==> src/rtl/pkt_rx_dequeue_if.sv <==
// MAC receive, output stream and statistics signals of the receive dequeue engine.
// The engine uses the slave view; the MAC/downstream environment uses the master view.
interface pkt_rx_dequeue_if;
  logic        pkt_rx_avail;
  logic        pkt_rx_ren;
  logic        pkt_rx_val;
  logic [63:0] pkt_rx_data;
  logic        pkt_rx_sop;
  logic        pkt_rx_eop;
  logic [2:0]  pkt_rx_mod;
  logic        pkt_rx_err;
  logic        out_valid;
  logic        out_ready;
  logic [63:0] out_data;
  logic        out_sop;
  logic        out_eop;
  logic [2:0]  out_mod;
  logic        out_err;
  logic [15:0] out_len;
  logic [31:0] rx_pkt_count;
  logic [31:0] rx_err_count;
  logic [15:0] proto_err_count;

  modport slave (
    input  pkt_rx_avail, pkt_rx_val, pkt_rx_data, pkt_rx_sop, pkt_rx_eop,
           pkt_rx_mod, pkt_rx_err, out_ready,
    output pkt_rx_ren, out_valid, out_data, out_sop, out_eop, out_mod,
           out_err, out_len, rx_pkt_count, rx_err_count, proto_err_count
  );

  modport master (
    output pkt_rx_avail, pkt_rx_val, pkt_rx_data, pkt_rx_sop, pkt_rx_eop,
           pkt_rx_mod, pkt_rx_err, out_ready,
    input  pkt_rx_ren, out_valid, out_data, out_sop, out_eop, out_mod,
           out_err, out_len, rx_pkt_count, rx_err_count, proto_err_count
  );
endinterface

==> src/rtl/pkt_rx_dequeue.sv <==
// Receive dequeue engine: paces MAC reads with FIFO credits, checks framing and
// length, and presents whole packets on a show-ahead valid/ready stream.
module pkt_rx_dequeue #(
  parameter int FIFO_DEPTH    = 4,
  parameter int MIN_PKT_BYTES = 64,
  parameter int MAX_PKT_BYTES = 9216
) (
  input  logic            clk_156m25,
  input  logic            reset_156m25_n,
  pkt_rx_dequeue_if.slave io_bus
);
  localparam int AW = $clog2(FIFO_DEPTH);
  localparam int CW = AW + 1;

  typedef enum logic [1:0] {IDLE, READ, GAP} state_t;

  typedef struct packed {
    logic [63:0] data;
    logic        sop;
    logic        eop;
    logic [2:0]  mod;
    logic        err;
    logic [15:0] len;
  } entry_t;

  state_t        r_state;
  logic          r_ren;
  logic          r_in_pkt;
  logic [15:0]   r_acc;
  entry_t        r_mem [FIFO_DEPTH];
  logic [AW-1:0] r_wptr;
  logic [AW-1:0] r_rptr;
  logic [CW-1:0] r_count;
  logic [31:0]   r_pkt_cnt;
  logic [31:0]   r_err_cnt;
  logic [15:0]   r_proto_cnt;

  logic          w_drop;
  logic          w_restart;
  logic          w_full;
  logic          w_push;
  logic          w_pop;
  logic [3:0]    w_mod_bytes;
  logic [16:0]   w_base;
  logic [16:0]   w_sum;
  logic [15:0]   w_len_next;
  logic          w_len_err;
  entry_t        w_entry;
  logic [CW-1:0] w_count_next;
  logic          w_credit_ok;

  // One adder serves both the running count (non-eop) and the final length (eop).
  always_comb begin
    w_drop       = io_bus.pkt_rx_val && !io_bus.pkt_rx_sop && !r_in_pkt;
    w_restart    = io_bus.pkt_rx_val && io_bus.pkt_rx_sop && r_in_pkt;
    w_full       = (r_count == CW'(FIFO_DEPTH));
    w_push       = io_bus.pkt_rx_val && !w_drop && !w_full;
    w_pop        = (r_count != '0) && io_bus.out_ready;
    w_mod_bytes  = (io_bus.pkt_rx_mod == 3'd0) ? 4'd8 : {1'b0, io_bus.pkt_rx_mod};
    w_base       = io_bus.pkt_rx_sop ? 17'd0 : {1'b0, r_acc};
    w_sum        = w_base + (io_bus.pkt_rx_eop ? {13'd0, w_mod_bytes} : 17'd8);
    w_len_next   = w_sum[16] ? 16'hFFFF : w_sum[15:0];
    w_len_err    = ({16'd0, w_len_next} < 32'(MIN_PKT_BYTES)) ||
                   ({16'd0, w_len_next} > 32'(MAX_PKT_BYTES));
    w_entry.data = io_bus.pkt_rx_data;
    w_entry.sop  = io_bus.pkt_rx_sop;
    w_entry.eop  = io_bus.pkt_rx_eop;
    w_entry.mod  = io_bus.pkt_rx_mod;
    w_entry.err  = io_bus.pkt_rx_eop && (io_bus.pkt_rx_err || w_len_err);
    w_entry.len  = io_bus.pkt_rx_eop ? w_len_next : 16'd0;
    w_count_next = r_count + CW'(w_push) - CW'(w_pop);
    w_credit_ok  = (w_count_next + CW'(r_ren)) <= CW'(FIFO_DEPTH - 2);
  end

  // A waiting packet on leaving GAP re-enters READ directly so back-to-back
  // packets see only a single idle read cycle.
  always_ff @(posedge clk_156m25 or negedge reset_156m25_n) begin
    if (!reset_156m25_n) begin
      r_state <= IDLE;
      r_ren   <= 1'b0;
    end else begin
      case (r_state)
        IDLE: begin
          r_ren <= 1'b0;
          if (io_bus.pkt_rx_avail) begin
            r_state <= READ;
            r_ren   <= w_credit_ok;
          end
        end
        READ: begin
          if (io_bus.pkt_rx_val && io_bus.pkt_rx_eop) begin
            r_state <= GAP;
            r_ren   <= 1'b0;
          end else begin
            r_ren <= w_credit_ok;
          end
        end
        GAP: begin
          if (io_bus.pkt_rx_avail) begin
            r_state <= READ;
            r_ren   <= w_credit_ok;
          end else begin
            r_state <= IDLE;
            r_ren   <= 1'b0;
          end
        end
        default: begin
          r_state <= IDLE;
          r_ren   <= 1'b0;
        end
      endcase
    end
  end

  // Statistics count at push time so they track the MAC, not the consumer.
  always_ff @(posedge clk_156m25 or negedge reset_156m25_n) begin
    if (!reset_156m25_n) begin
      for (int i = 0; i < FIFO_DEPTH; i++) r_mem[i] <= '0;
      r_wptr      <= '0;
      r_rptr      <= '0;
      r_count     <= '0;
      r_in_pkt    <= 1'b0;
      r_acc       <= 16'd0;
      r_pkt_cnt   <= 32'd0;
      r_err_cnt   <= 32'd0;
      r_proto_cnt <= 16'd0;
    end else begin
      if (w_push) begin
        r_mem[r_wptr] <= w_entry;
        r_wptr        <= r_wptr + AW'(1);
        r_in_pkt      <= !io_bus.pkt_rx_eop;
        r_acc         <= io_bus.pkt_rx_eop ? 16'd0 : w_len_next;
        if (io_bus.pkt_rx_eop) begin
          r_pkt_cnt <= r_pkt_cnt + 32'd1;
          if (w_entry.err) r_err_cnt <= r_err_cnt + 32'd1;
        end
      end
      if (w_pop) r_rptr <= r_rptr + AW'(1);
      r_count <= w_count_next;
      if (w_drop || w_restart) r_proto_cnt <= r_proto_cnt + 16'd1;
    end
  end

  assign io_bus.pkt_rx_ren      = r_ren;
  assign io_bus.out_valid       = (r_count != '0);
  assign io_bus.out_data        = r_mem[r_rptr].data;
  assign io_bus.out_sop         = r_mem[r_rptr].sop;
  assign io_bus.out_eop         = r_mem[r_rptr].eop;
  assign io_bus.out_mod         = r_mem[r_rptr].mod;
  assign io_bus.out_err         = r_mem[r_rptr].err;
  assign io_bus.out_len         = r_mem[r_rptr].len;
  assign io_bus.rx_pkt_count    = r_pkt_cnt;
  assign io_bus.rx_err_count    = r_err_cnt;
  assign io_bus.proto_err_count = r_proto_cnt;
endmodule

==> src/flat_wrapper.sv <==
// flat-port wrapper written by rule: the top's interface ports become plain ports
module pkt_rx_dequeue_flat 
#(
  parameter int FIFO_DEPTH    = 4,
  parameter int MIN_PKT_BYTES = 64,
  parameter int MAX_PKT_BYTES = 9216
)
  (clk_156m25, reset_156m25_n, io_bus_pkt_rx_avail, io_bus_pkt_rx_val, io_bus_pkt_rx_data, io_bus_pkt_rx_sop, io_bus_pkt_rx_eop, io_bus_pkt_rx_mod, io_bus_pkt_rx_err, io_bus_out_ready, io_bus_pkt_rx_ren, io_bus_out_valid, io_bus_out_data, io_bus_out_sop, io_bus_out_eop, io_bus_out_mod, io_bus_out_err, io_bus_out_len, io_bus_rx_pkt_count, io_bus_rx_err_count, io_bus_proto_err_count);
  pkt_rx_dequeue_if io_bus_i ();
  input  logic clk_156m25;
  input  logic reset_156m25_n;
  input wire logic [$bits(io_bus_i.pkt_rx_avail)-1:0] io_bus_pkt_rx_avail;
  input wire logic [$bits(io_bus_i.pkt_rx_val)-1:0] io_bus_pkt_rx_val;
  input wire logic [$bits(io_bus_i.pkt_rx_data)-1:0] io_bus_pkt_rx_data;
  input wire logic [$bits(io_bus_i.pkt_rx_sop)-1:0] io_bus_pkt_rx_sop;
  input wire logic [$bits(io_bus_i.pkt_rx_eop)-1:0] io_bus_pkt_rx_eop;
  input wire logic [$bits(io_bus_i.pkt_rx_mod)-1:0] io_bus_pkt_rx_mod;
  input wire logic [$bits(io_bus_i.pkt_rx_err)-1:0] io_bus_pkt_rx_err;
  input wire logic [$bits(io_bus_i.out_ready)-1:0] io_bus_out_ready;
  output wire logic [$bits(io_bus_i.pkt_rx_ren)-1:0] io_bus_pkt_rx_ren;
  output wire logic [$bits(io_bus_i.out_valid)-1:0] io_bus_out_valid;
  output wire logic [$bits(io_bus_i.out_data)-1:0] io_bus_out_data;
  output wire logic [$bits(io_bus_i.out_sop)-1:0] io_bus_out_sop;
  output wire logic [$bits(io_bus_i.out_eop)-1:0] io_bus_out_eop;
  output wire logic [$bits(io_bus_i.out_mod)-1:0] io_bus_out_mod;
  output wire logic [$bits(io_bus_i.out_err)-1:0] io_bus_out_err;
  output wire logic [$bits(io_bus_i.out_len)-1:0] io_bus_out_len;
  output wire logic [$bits(io_bus_i.rx_pkt_count)-1:0] io_bus_rx_pkt_count;
  output wire logic [$bits(io_bus_i.rx_err_count)-1:0] io_bus_rx_err_count;
  output wire logic [$bits(io_bus_i.proto_err_count)-1:0] io_bus_proto_err_count;
  assign io_bus_i.pkt_rx_avail = io_bus_pkt_rx_avail;
  assign io_bus_i.pkt_rx_val = io_bus_pkt_rx_val;
  assign io_bus_i.pkt_rx_data = io_bus_pkt_rx_data;
  assign io_bus_i.pkt_rx_sop = io_bus_pkt_rx_sop;
  assign io_bus_i.pkt_rx_eop = io_bus_pkt_rx_eop;
  assign io_bus_i.pkt_rx_mod = io_bus_pkt_rx_mod;
  assign io_bus_i.pkt_rx_err = io_bus_pkt_rx_err;
  assign io_bus_i.out_ready = io_bus_out_ready;
  assign io_bus_pkt_rx_ren = io_bus_i.pkt_rx_ren;
  assign io_bus_out_valid = io_bus_i.out_valid;
  assign io_bus_out_data = io_bus_i.out_data;
  assign io_bus_out_sop = io_bus_i.out_sop;
  assign io_bus_out_eop = io_bus_i.out_eop;
  assign io_bus_out_mod = io_bus_i.out_mod;
  assign io_bus_out_err = io_bus_i.out_err;
  assign io_bus_out_len = io_bus_i.out_len;
  assign io_bus_rx_pkt_count = io_bus_i.rx_pkt_count;
  assign io_bus_rx_err_count = io_bus_i.rx_err_count;
  assign io_bus_proto_err_count = io_bus_i.proto_err_count;
  pkt_rx_dequeue #(.FIFO_DEPTH(FIFO_DEPTH), .MIN_PKT_BYTES(MIN_PKT_BYTES), .MAX_PKT_BYTES(MAX_PKT_BYTES)) u_core (.clk_156m25(clk_156m25), .reset_156m25_n(reset_156m25_n), .io_bus(io_bus_i));
endmodule
==> config.mk <==
export PLATFORM = sky130hd
export DESIGN_NAME = pkt_rx_dequeue_flat
export DESIGN_NICKNAME = d
export VERILOG_FILES = /design/src/rtl/pkt_rx_dequeue_if.sv /design/src/rtl/pkt_rx_dequeue.sv /design/src/flat_wrapper.sv
export SDC_FILE = /design/constraint.sdc
export NUM_CORES = 1
export LEC_CHECK = 0
export ABC_CLOCK_PERIOD_IN_PS = 4200
export CORE_AREA = 2 2 205 207
export DETAILED_ROUTE_END_ITERATION = 8
export DIE_AREA = 0 0 207 209
export PLACE_DENSITY = 0.84
export SLEW_MARGIN = 20
export SYNTH_ARGS = -nofsm -noshare
export SYNTH_HDL_FRONTEND = slang
export SYNTH_SLANG_ARGS = --single-unit
==> constraint.sdc <==
create_clock -name clk_156m25 -period 4.2 [get_ports clk_156m25]
set_input_delay 0.63 -clock clk_156m25 [delete_from_list [all_inputs] [get_ports clk_156m25]]
set_output_delay 0.63 -clock clk_156m25 [all_outputs]
set_load 0.1 [all_outputs]
==> results.ini, run 1 <==
[worst_setup_path]
start_kind = input pin
crit_path_top_delay_cell = or4_1
path_cells = clkdlybuf4s50_1, buf_4, and2_1, nor3_1, ha_1, nand3_1, a21oi_1, mux2_2, a211o_1, or4_1, a311oi_4, buf_12, buf_12, nor4_1, xor2_1
crit_required_ns = 4.64
crit_top_cell = buf_12
max_stage_delay_ns = 0.58
worstPathArrival_ns = 4.53
endpoint_kind = register
worstPathMaxFanout = 11
criticalPathCategory = input pin to register

[floorplanning]
num_rows = 75
io_pins = 243
fp.dieW_um = 207
die_area_sq_um = 43260
core_sq_um = 41290
die_y_um = 209
start_util_pct = 49.18

[timing]
hold_violations = 0
skew_ns = 0.01353
worst_slew_pin_slew_ns = 1.027
slew_headroom_pct = 31.32
fmax_mhz = 244.5
fin_crit_sh_pct = 97.37
min_period_ns = 4.089
hold_slack_ns = 0.09276
setup_violations = 0
drv_slew = 0

[yosys]
synth_async_sr_flop_share_pct = 100.0
ys_seq_area_share_pct = 55.57
syn-instance-count = 1464
postSynthAreaPerCell_sq_um = 13.87
synth_area_leader_cell = dfrtp_1
synth_seq_cells = 451
post_synth_num_cell_types = 61
yosys_warnings = 0
synth_area_sq_um = 20310
synth_nets = 1556
synth.area.top_cells = dfrtp_1 (56%), mux2_2 (17%), mux4_2 (9.5%)
ys.flop_type = dfrtp_1
synth_edf_count = 0
synth.top_cell.area_share_pct = 55.57

[cells_and_area]
drive_above_1_share_pct = 35.70
nets = 1840
antenna_cells = 0
syn2layout_area_growth_pct = 25.11
fin_cells = 2326

[drt]
dr.pass1.iters = 7
wl_per_cell_um = 20.47
drc = 0
vias_per_cell = 5.701
wirelength_um = 47620
vias = 13260
antenna_left = 0
dr.first_iter.drc_count = 932

[grt]
grt.total_usage_pct = 22.19
grt_pass1_wl_um = 76990
grt-ovfl-total = 0
antenna_found_initial = 2
grt_pass1_vias = 14130
grt_max_degree = 105

[clock_tree]
cts_resized = 0
cts_root_buf = clkbuf_16
clk_path_buf_depth = 3
cts.sinks = 451
cts_hold_buffers = 0
worst_skew_pair.late_latency_ns = 0.59
cts.htree.levels = 2
clk_pin_slew_worst_paths_ns = 0.06
cts_setup_buffers = 0
cts_buffers = 49
cts_tree = yes

[placement]
dp_cells = 2236
dp_hpwl_um = 31340
io_buffers = 242
gp_congestion = 0.8831

[status]
status = finished clean

[flow_run]
drv_cap = 0

[worst_hold_path]
hold_class = input pin to asynchronous set/reset pin

-- final timing paths --
path / start / endpoint / slack, ns / cells after the start
hold / removal: reset_156m25_n / u_core.r_mem[303] / 0.09 / 1
max in group asynchronous: reset_156m25_n / u_core.r_mem[179] / 3.06 / 2
hold reg to reg: u_core.r_mem[177] / u_core.r_mem[177] / 0.48 / 2
min in group clk_156m25: u_core.r_mem[177] / u_core.r_mem[177] / 0.48 / 2
setup reg to reg: u_core.r_acc[0] / u_core.io_bus.rx_err_count[27] / 0.41 / 13
setup / recovery: io_bus_pkt_rx_eop / u_core.io_bus.rx_err_count[27] / 0.11 / 15
-- stage by stage --
stage	TNS, ns	worst slack (ns)	instance area (sq um)	utilization [%]
6_report	0	0.1105	25410	61.54
5_1_grt	-0.01715	-0.01246	25410	61.54
4_1_cts	0	0.1742	25400	61.52
3_5_place_dp	-12.96	-0.4447	23690	57.37
3_3_place_gp	-12.34	-0.4106	23690	57.37
2_1_floorplan	0	0.03810	20310	-
-- routing by layer --
metal,routed length [um],track usage [%]
met1,20220,29.02
met2,23580,37.20
met3,2264,4.103
met4,1522,8.202
met5,32,0
-- synth_stat cells (6+ instances only) --
library cell / n
and4_1: 6
o21ai_0: 62
nand2_1: 106
xnor2_1: 45
dfrtp_1: 451
xor2_1: 42
nand3_1: 43
mux4_2: 86
nor4_1: 20
ha_1: 15
a21oi_1: 17
nor2b_1: 8
nand4_1: 15
inv_1: 18
nor3_1: 17
clkbuf_1: 37
and2_1: 11
nor2_1: 27
and3_1: 15
buf_1: 39
a22o_1: 7
mux2_2: 301
-- cells in the final DEF, fill, tap and decap left out, drive strengths merged, types with 4 or more instances in the layout --
master,n
dfrtp,451
and2,12
bufinv,6
ha,15
nor2b,8
mux2,302
a31oi,4
nand4,15
and4,6
a22o,7
clkinv,11
a211o,4
a21oi,18
nor4b,5
o31ai,5
o21ai,62
xnor2,45
and3,15
nor3,17
clkdlybuf4s50,162
inv,21
nand2,106
nor2,28
or4,4
xor2,42
buf,154
clkbuf,69
nor4,20
nand3,43
mux4,86
-- area by class of cell --
cell class / instances / area (sq um)
Multi-Input combinational cell: 911 / 8646
Timing Repair Buffer: 316 / 3010
Clock buffer: 69 / 1423
Fill cell: 3058 / 15880
Sequential cell: 451 / 11290
Tap cell: 539 / 674.4
Clock inverter: 21 / 290.3
Inverter: 19 / 71.32
-- worst max-delay path, delay by kind of cell --
kind            cells  cell delay [ns]
xor+xnor            1             0.16
simple gates        5             1.10
buf+inv             4             0.94
fa+ha+maj           1             0.41
mux                 1             0.36
compound gates      3             0.89
-- cell families after synthesis --
group,after synthesis,synth area share [%]
and+or+nand+nor,298,7.449
AOI/OAI and AO/OA,118,3.623
DFF,451,55.57
buffers and inverters,102,2.052
muxes,391,26.43
xor gates and xnor gates,87,3.752
adders and majority gates,17,1.121
-- sequential cells by signal, summed over array words and instances, names as in the netlist --
signal and flops:
u_core.io_bus.pkt_rx_ren 1, u_core.io_bus.proto_err_count 16, u_core.io_bus.rx_err_count 32, u_core.io_bus.rx_pkt_count 32
u_core.r_acc 16, u_core.r_count 3, u_core.r_in_pkt 1, u_core.r_mem 344
u_core.r_rptr 2, u_core.r_state 2, u_core.r_wptr 2
Power of run 1 is not shown: default switching activity piles up to over one toggle a cycle in this logic, so the estimate is an artifact.
==> inputs of run 2 (changes only) <==
--- a/config.mk
+++ b/config.mk
@@ -10,6 +10,7 @@
 export DETAILED_ROUTE_END_ITERATION = 8
 export DIE_AREA = 0 0 207 209
 export PLACE_DENSITY = 0.84
+export REMOVE_ABC_BUFFERS = 1
 export SLEW_MARGIN = 20
 export SYNTH_ARGS = -nofsm -noshare
 export SYNTH_HDL_FRONTEND = slang
==> run 2 against run 1 <==
Compared with the run above: critical path depth shrank 1; first-iteration DRC count shrank 18%; critical path type unchanged; die area is the same; register-to-register slack gained 0.14 ns; sequential cell count is the same; fmax grew 2.1%; global-route usage shrank 0.55 points; worst hold slack gained 0.073 ns; design area shrank 0.84%; clock-buffer cell count is the same; non-clock buffer count shrank 3.
==> results.ini, run 2 (synthesis results as in run 1) <==
[grt]
grt_max_degree = 119  ; was 105
grt_pass1_wl_um = 75510  ; was 76,990 um
grt-ovfl-total = 0  ; unchanged
grt_pass1_vias = 13960  ; was 14,130
grt.total_usage_pct = 21.64  ; was 22.19%
antenna_found_initial = 0  ; was 2

[placement]
dp_cells = 2232  ; was 2,236
io_buffers = 242  ; unchanged
gp_congestion = 0.8814  ; was 0.8831
dp_hpwl_um = 30080  ; was 31,340 um
postPlaceCellArea_sq_um = 23680  ; was 23,690 sq um

[worst_setup_path]
r2r-start = u_core.r_acc[0]  ; unchanged
start_kind = input pin  ; unchanged
worstPathArrival_ns = 4.44  ; was 4.53 ns
worstPathMaxFanout = 13  ; was 11
endpoint_kind = register  ; unchanged
criticalPathCategory = input pin to register  ; unchanged
crit_start = io_bus_pkt_rx_mod[2]  ; was io_bus_pkt_rx_eop
crit_required_ns = 4.63  ; was 4.64 ns

[timing]
hold_violations = 0  ; unchanged
hold_slack_ns = 0.1661  ; was 0.09276 ns
fmax_mhz = 249.7  ; was 244.5 MHz
fin_crit_sh_pct = 95.34  ; was 97.37%
setup_violations = 0  ; unchanged
skew_ns = 0.01262  ; was 0.01353 ns
slew_headroom_pct = 31.59  ; was 31.32%
rsz0062_at_grt = false
worst_slew_pin_slew_ns = 1.023  ; was 1.027 ns
drv_slew = 0  ; unchanged
min_period_ns = 4.004  ; was 4.089 ns

[drt]
antenna_left = 0  ; unchanged
vias = 13160  ; was 13,260
drc = 0  ; unchanged
dr.first_iter.drc_count = 761  ; was 932
route.met2.wl_um = 22810  ; was 23,580 um
met3RoutedLength_um = 2803  ; was 2264 um
dr.pass1.iters = 4  ; was 7
top_layer_used = met4  ; was met5
wirelength_um = 46360  ; was 47,620 um
wl_per_cell_um = 20.02  ; was 20.47 um
vias_per_cell = 5.683  ; was 5.701
drt-met1-wl_um = 19990  ; was 20,220 um

[clock_tree]
worst_skew_pair.late_latency_ns = 0.56  ; was 0.59 ns
cts_tree = yes  ; unchanged
cts_root_buf = clkbuf_16  ; unchanged
clk_pin_slew_worst_paths_ns = 0.06  ; about the same
cts_hold_buffers = 0  ; unchanged
cts.htree.levels = 2  ; unchanged
cts.sinks = 451  ; unchanged
clk_path_buf_depth = 3  ; unchanged
cts_buffers = 48  ; was 49

[status]
status = finished clean  ; unchanged

[cells_and_area]
regArea_sq_um = 11290  ; unchanged
mostFrequentLayoutCells = dfrtp_1 (449), mux2_2 (301), clkdlybuf4s50_1 (175), buf_4 (120), nand2_1 (102)  ; was dfrtp_1 (449), mux2_2 (301), clkdlybuf4s50_1 (162), buf_4 (135), nand2_1 (102)
largest_register_ffs = 344  ; unchanged
nets = 1836  ; was 1,840
drive_above_1_share_pct = 34.54  ; was 35.70%
top_register = u_core.r_mem  ; unchanged
syn2layout_area_growth_pct = 24.06  ; was 25.11%
multi_input_area_sq_um = 8681  ; was 8646 sq um
nFillCells = 3180  ; was 3,058
fin_cells = 2315  ; was 2,326
design_area_sq_um = 25200  ; was 25,410 sq um
layout_commonest_cell = dfrtp_1  ; unchanged

[floorplanning]
io_pins = 243  ; unchanged
die_y_um = 209  ; unchanged
num_rows = 75  ; unchanged
die_area_sq_um = 43260  ; unchanged
core_sq_um = 41290  ; unchanged
start_util_pct = 49.18  ; unchanged
fp.dieW_um = 207  ; unchanged

[flow_run]
drv_cap = 0  ; unchanged

[worst_hold_path]
hold_class = input pin to asynchronous set/reset pin  ; unchanged

-- run 2: cell count changes in the layout (fill, tap and decap cells not counted), moves of 2 or more --
cell and change:
clkbuf_8 -5, nor4_1 -3, clkdlybuf4s50_1 +13, clkinvlp_4 -2, bufinv_16 -4, nor4_2 +3
clkbuf_1 +6, buf_4 -15
-- run 2: layout make-up --
class | instances | area share (%)
clock inverters | 12 | 0.4519
repair buffers | 313 | 11.94
inverters | 19 | 0.2831
multi-input cells | 911 | 34.45
diodes | 1 | 0.009932
well taps | 539 | 2.677
clock buffers | 69 | 5.363
flip-flops and latches | 451 | 44.82
-- run 2: final timing paths --
path / to / slack [ns] / cells after the start
setup / recovery: u_core.io_bus.rx_err_count[25] / 0.20 / 14
hold / removal: u_core.io_bus.rx_pkt_count[8] / 0.17 / 1
setup reg to reg: u_core.io_bus.rx_err_count[25] / 0.55 / 13
hold reg to reg: u_core.io_bus.proto_err_count[15] / 0.48 / 1
max in group asynchronous: u_core.r_rptr[0] / 3.04 / 2
min in group clk_156m25: u_core.io_bus.proto_err_count[15] / 0.48 / 1
-- run 2: worst max-delay path: stages --
cell and delay, ns:
clkdlybuf4s50_1 0.51, and2_1 0.24, nor3_2 0.21, ha_2 0.35, a21oi_4 0.24, o22ai_2 0.15, xnor2_1 0.15, or4_1 0.53
or4_1 0.47, a311oi_4 0.41, buf_12 0.18, buf_12 0.13, nor4_1 0.06, xor2_1 0.16
-- run 2: what timing repair did --
action / CTS / global route
endpoints found under the setup margin: 0 / 28
buffers inserted: 0 / 1
gates resized for setup: 0 / 9
-- run 2: routing by layer --
layer,GRT usage (%),vias up
met4,4.877,0
met5,0,-
li1,-,5910
met1,29.58,6834
met3,4.689,53
met2,35.76,358
-- run 2: per-stage QoR --
stage                     util, %  setup WS, ns  TNS (ns)
after floorplan                 -       -0.8087    -69.70
after global placement      57.34       -0.4196    -13.59
after detailed placement    57.34       -0.4302    -13.30
after CTS                   60.89        0.1313         0
after global routing        61.02       0.03454         0
final                       61.02        0.1957         0
Power of run 2 is left out for the same reason.
